==> config.mk <==
export PLATFORM = sky130hd
export DESIGN_NAME = upload_packer
export DESIGN_NICKNAME = d
export VERILOG_FILES = /design/src/rtl/upload_packer.sv
export SDC_FILE = /design/constraint.sdc
export NUM_CORES = 2
export LEC_CHECK = 0
export ABC_AREA = 1
export CAP_MARGIN = 10
export CORE_AREA = 2 2 495 497
export DETAILED_ROUTE_END_ITERATION = 8
export DIE_AREA = 0 0 497 499
export PLACE_DENSITY = 0.57
export SYNTH_ARGS = -nofsm -noshare
export SYNTH_HDL_FRONTEND = slang
export SYNTH_SLANG_ARGS = --single-unit
==> constraint.sdc <==
create_clock -name clk -period 5 [get_ports clk]
set_input_delay 1 -clock clk [delete_from_list [all_inputs] [get_ports clk]]
set_output_delay 1 -clock clk [all_outputs]
set_load 0.02 [all_outputs]
==> src/rtl/upload_packer.sv <==
// upload_packer: gathers one upload burst from an SPI handler into a local
// buffer, then streams it out as a framed packet:
//   HDR0, HDR1, source, len_hi, len_lo, payload..., checksum
// The checksum is the 8-bit sum of source, both length bytes and the payload.
//
// state    | meaning
// ---------+--------------------------------------------------------------
// IDLE     | waiting for the first byte of a burst, in_ready high
// COLLECT  | storing bytes until burst end, buffer full or source change
// HDR0     | presenting first header byte
// HDR1     | presenting second header byte
// SRC      | presenting the latched source tag
// LENH     | presenting payload length, high byte
// LENL     | presenting payload length, low byte
// PAYLOAD  | presenting buffered payload bytes in order
// CSUM     | presenting checksum; on transfer, clear and return to IDLE
module upload_packer #(
  parameter int         MAX_PAYLOAD = 256,
  parameter logic [7:0] HDR0        = 8'hAA,
  parameter logic [7:0] HDR1        = 8'h44
) (
  input  logic       clk,
  input  logic       rst,
  input  logic       in_active,
  input  logic [7:0] in_data,
  input  logic [7:0] in_source,
  input  logic       in_valid,
  output logic       in_ready,
  output logic [7:0] out_data,
  output logic       out_valid,
  input  logic       out_ready,
  output logic       busy
);

  localparam int CW = $clog2(MAX_PAYLOAD + 1);
  localparam int AW = (MAX_PAYLOAD > 1) ? $clog2(MAX_PAYLOAD) : 1;
  localparam logic [CW-1:0] MAX_CNT = CW'(MAX_PAYLOAD);
  localparam logic [CW-1:0] CNT_ONE = CW'(1);

  typedef enum logic [3:0] {
    ST_IDLE, ST_COLLECT, ST_HDR0, ST_HDR1, ST_SRC,
    ST_LENH, ST_LENL, ST_PAYLOAD, ST_CSUM
  } state_t;

  state_t        state_q, state_d;
  logic [CW-1:0] count_q;
  logic [CW-1:0] rd_q;
  logic [7:0]    src_q;
  logic [7:0]    csum_q;
  logic [7:0]    mem [MAX_PAYLOAD];
  logic [15:0]   len;
  logic          acc;
  logic          xfer;
  logic          last_payload;

  assign len          = 16'(count_q);
  assign busy         = (state_q != ST_IDLE);
  assign xfer         = out_valid && out_ready;
  assign last_payload = (rd_q == count_q - CNT_ONE);

  // Next state, handshakes and the byte currently presented downstream.
  always_comb begin
    state_d   = state_q;
    in_ready  = 1'b0;
    acc       = 1'b0;
    out_valid = 1'b0;
    out_data  = 8'h00;
    case (state_q)
      ST_IDLE: begin
        in_ready = !rst;
        if (in_valid && !rst) begin
          acc     = 1'b1;
          state_d = ST_COLLECT;
        end
      end
      ST_COLLECT: begin
        // A byte from a different source is left pending for the next frame.
        if (count_q == MAX_CNT) begin
          state_d = ST_HDR0;
        end else if (in_valid && (in_source != src_q)) begin
          state_d = ST_HDR0;
        end else if (in_valid) begin
          in_ready = 1'b1;
          acc      = 1'b1;
        end else if (!in_active) begin
          state_d = ST_HDR0;
        end
      end
      ST_HDR0: begin
        out_valid = 1'b1;
        out_data  = HDR0;
        if (out_ready) state_d = ST_HDR1;
      end
      ST_HDR1: begin
        out_valid = 1'b1;
        out_data  = HDR1;
        if (out_ready) state_d = ST_SRC;
      end
      ST_SRC: begin
        out_valid = 1'b1;
        out_data  = src_q;
        if (out_ready) state_d = ST_LENH;
      end
      ST_LENH: begin
        out_valid = 1'b1;
        out_data  = len[15:8];
        if (out_ready) state_d = ST_LENL;
      end
      ST_LENL: begin
        out_valid = 1'b1;
        out_data  = len[7:0];
        if (out_ready) state_d = ST_PAYLOAD;
      end
      ST_PAYLOAD: begin
        out_valid = 1'b1;
        out_data  = mem[rd_q[AW-1:0]];
        if (out_ready && last_payload) state_d = ST_CSUM;
      end
      ST_CSUM: begin
        out_valid = 1'b1;
        out_data  = csum_q + src_q + len[15:8] + len[7:0];
        if (out_ready) state_d = ST_IDLE;
      end
      default: state_d = ST_IDLE;
    endcase
  end

  // State register plus counters; payload sum accumulates as bytes are stored.
  always_ff @(posedge clk or posedge rst) begin
    if (rst) begin
      state_q <= ST_IDLE;
      count_q <= '0;
      rd_q    <= '0;
      src_q   <= 8'h00;
      csum_q  <= 8'h00;
    end else begin
      state_q <= state_d;
      if (acc) begin
        count_q <= count_q + CNT_ONE;
        csum_q  <= csum_q + in_data;
        if (state_q == ST_IDLE) src_q <= in_source;
      end
      if ((state_q == ST_PAYLOAD) && xfer) rd_q <= rd_q + CNT_ONE;
      if ((state_q == ST_CSUM) && xfer) begin
        count_q <= '0;
        rd_q    <= '0;
        csum_q  <= 8'h00;
      end
    end
  end

  // Payload buffer write port; contents need no reset since count gates reads.
  always_ff @(posedge clk) begin
    if (acc) mem[count_q[AW-1:0]] <= in_data;
  end

endmodule

==> impl_metrics.env <==
export IMPL_antenna_found_initial=6
export IMPL_tightest_slew_ns=1.08
export IMPL_h_tree_depth=4
export IMPL_p_sw_frac=0.386
export IMPL_seq_area_um2=62500
export IMPL_arrival_ns=3.96
export IMPL_final_core_util=0.423
export IMPL_dp_hpwl_mm=153
export IMPL_finalHoldViolations=0
export IMPL_p_clk_frac=0.276
export IMPL_synth_cells=8396
export IMPL_finalCriticalPeriod_ns=4.96
export IMPL_cap_viol_max_count=0
export IMPL_firstDrtPassIters=6
export IMPL_p_per_area_nw_per_um2=542
export IMPL_fp_dieW_um=497
export IMPL_grt_max_degree=151
export IMPL_design_power_total_mw=55.7
export IMPL_wl_per_cell_um=21.9
export IMPL_ys_seq_elements=2086
export IMPL_grt_pass1_wl_mm=385
export IMPL_maxSlewHeadroom=0.277
export IMPL_cts_root_buf="clkbuf_16"
export IMPL_avgSynthCellArea_um2=10.7
export IMPL_slowest_stage="dfrtp_4"
export IMPL_postPlaceCellArea_um2=95200
export IMPL_setup_ws_ns=0.0374
export IMPL_ir_drop_uv=514
export IMPL_dp_cells=11600
export IMPL_synth_area_um2=89500
export IMPL_area_growth_synth_to_final_pct=14.8
export IMPL_seq_area_frac_synth=0.698
export IMPL_crit_chain="buf_4 -> buf_4 -> bufbuf_16 -> or2_2 -> nand3_1 -> nand2_1 -> nand2_1 -> nand2_1 -> nor2_1 -> nand2_1 -> nand3_1 -> nand3_1 -> nand3_1 -> nand2_2 -> nand2_1 -> nand2_1 -> clkdlybuf4s15_2"
export IMPL_synth_common_cells="nand2_1 (2350), edfxtp_1 (2048), nor2_1 (1251)"
export IMPL_postSynthNetCount=8445
export IMPL_start_util=0.369
export IMPL_worstPathRequired_ns=4.00
export IMPL_cts_sinks=2086
export IMPL_worst_setup_path_type="flop to output pin"
export IMPL_rows=181
export IMPL_setup_violations=0
export IMPL_ant_nets=0
export IMPL_startpoint_type="flop"
export IMPL_synth_top_cell_by_area="edfxtp_1"
export IMPL_final_layout_size_suffix_gt1_frac=0.0958
export IMPL_fin_skew_ns=0.0404
export IMPL_synth_edf_count=2048
export IMPL_drt_total_wl_mm=262
export IMPL_via_count=61100
export IMPL_holdBufCountCts=0
export IMPL_min_path_type="flop to flop"
export IMPL_worst_path_most_repeated_cell="nand2_1"
export IMPL_globalplace_congestion=0.887
export IMPL_clk_latency_ns=0.87
export IMPL_multiInputGateArea_um2=22100
export IMPL_synth_ff_type="edfxtp_1"
export IMPL_p_switching_mw=21.5
export IMPL_status="complete, no violations"
export IMPL_post_route_period_util=0.993
export IMPL_clk_pin_slew_ns=0.06
export IMPL_fin_tns_setup_ns=0
export IMPL_p_leak_nw=39.2
export IMPL_final_cell_area_um2=103000
export IMPL_fmax_mhz=202
export IMPL_grt_usage=0.205
export IMPL_cpPeakStageDelay_ns=0.57
export IMPL_dr_first_iter_drc_count=6282
export IMPL_die_y_um=499
export IMPL_p_comb_frac=0.370
export IMPL_grt_ovfl_total=0
export IMPL_drc=0
export IMPL_viasPerCell=5.10
export IMPL_io_pin_count=32
export IMPL_nets=8647
export IMPL_crit_fanout=21
export IMPL_fill_cells=22700
export IMPL_portBuffers=31
export IMPL_grt_pass1_vias=58700
export IMPL_numCtsBuffers=214
export IMPL_yosysWarningCount=0
export IMPL_synthTopCellsByArea="edfxtp_1 (69%), nand2_1 (9.9%), nor2_1 (5.2%)"
export IMPL_end_kind="output pin"
export IMPL_fin_cells=12000
export IMPL_yosysMostFrequentCell="nand2_1"
export IMPL_synth_top_cell_area_share=0.688
export IMPL_ys_async_sr_fraction=0.0182
export IMPL_tritoncts="done"
export IMPL_drv_slew=0
export IMPL_dpl_worst_slack_ns=0.329
export IMPL_clk_path_buf_depth=3
export IMPL_dieArea_um2=248000
export IMPL_rsz0062_at_grt="yes"
export IMPL_pwr_share_seq=0.353
export IMPL_ys_types=50
export IMPL_hold_slack_ns=0.497
export IMPL_internal_power_mw=34.2
export IMPL_core_area_um2=243000
logic make-up (layout without fill, tap and decap cells):
| kind of cell | Yosys count | count (layout) | share of synthesized area |
|---|---|---|---|
| xor gates and xnor gates | 17 | 17 | 0.00166 |
| buffers and inverters | 1157 | 1541 | 0.0559 |
| adders and majority gates | 28 | 28 | 0.00467 |
| and+or+nand+nor | 4362 | 4362 | 0.195 |
| other | 0 | 4 | 0 |
| DFF | 2086 | 2086 | 0.698 |
| AOI/OAI and AO/OA | 746 | 746 | 0.0447 |
critical path, delay by kind of cell (launching register included):
family | cells | cell delay [ns]
DFF | 1 | 0.57
buffers and inverters | 4 | 0.97
and+or+nand+nor | 13 | 1.56
power groups by stage:
stage | clock network [mW] | registers [mW] | logic (mW)
floorplan | 0 | 19.9 | 12.5
global placement | 0 | 20.0 | 19.5
detailed placement | 0 | 20.0 | 19.6
CTS | 15.6 | 19.7 | 20.3
global route | 16.3 | 19.7 | 22.4
finish | 15.4 | 19.7 | 20.6
sequential cells by signal (all words and copies together) (netlist names):
name,count
mem,2048
count_q,9
rd_q,9
csum_q,8
src_q,8
state_q,4
routing by layer:
metal  wire length, µm  up-vias  part of all wire  track usage
li1                  -    28400                 -            -
met1            114000    30000              0.43        0.287
met2            120000     2312              0.46        0.326
met3             19100      404             0.073       0.0294
met4              9190        0             0.035       0.0748
met5                 0        -                 0            0
what timing repair did:
action | 4_1_cts | 5_1_grt
gates cloned | 10 | 4
buffers inserted | 4 | 6
resized for setup | 72 | 23
pin swaps | 1 | 2
endpoints found under the setup margin | 8 | 8
layout make-up:
type,instances,area share
antenna,4,0.0000975
clock buffer,279,0.0552
clock inverter,119,0.00992
inverter,691,0.0258
multi-input combinational,5153,0.216
sequential,2086,0.608
tap,3202,0.0390
timing repair buffer,450,0.0457
timing repair inverter,2,0.000171
cells in the final DEF, fill, tap and decap left out, types with 7 or more instances in the layout:
| cell type | n |
|---|---|
| nand2_2 | 32 |
| nand2_1 | 2330 |
| clkinv_8 | 7 |
| o211ai_1 | 66 |
| buf_4 | 338 |
| nand3_2 | 12 |
| bufinv_16 | 12 |
| o21ai_1 | 57 |
| a21oi_1 | 104 |
| buf_8 | 9 |
| clkinv_1 | 51 |
| inv_6 | 7 |
| clkbuf_1 | 59 |
| fa_1 | 9 |
| clkbuf_16 | 219 |
| nand3_1 | 684 |
| dfrtp_1 | 32 |
| clkdlybuf4s50_1 | 15 |
| edfxtp_1 | 2048 |
| nor3_1 | 8 |
| o21ai_0 | 489 |
| ha_1 | 19 |
| or2_2 | 23 |
| inv_1 | 671 |
| xor2_1 | 11 |
| nor2_1 | 1248 |
| clkinv_2 | 46 |
| buf_16 | 19 |
| buf_12 | 46 |
worst paths after layout:
kind,start,end,slack (ns),cells after the start
worst min-delay path,rd_q[8]$_DFFE_PP0P_,rd_q[8]$_DFFE_PP0P_,0.50,1
min in group asynchronous,rst,csum_q[7]$_DFFE_PP0P_,0.59,2
worst max-delay path,rd_q[0]$_DFFE_PP0P_,out_data[5],0.04,17
max in group asynchronous,rst,rd_q[1]$_DFFE_PP0P_,3.45,3
worst max register to register,count_q[6]$_DFFE_PP0P_,mem[57][5]$_DFFE_PP_,0.72,11
worst min register to register,rd_q[8]$_DFFE_PP0P_,rd_q[8]$_DFFE_PP0P_,0.50,1
Note: power is estimated with default switching activity, not from simulation.
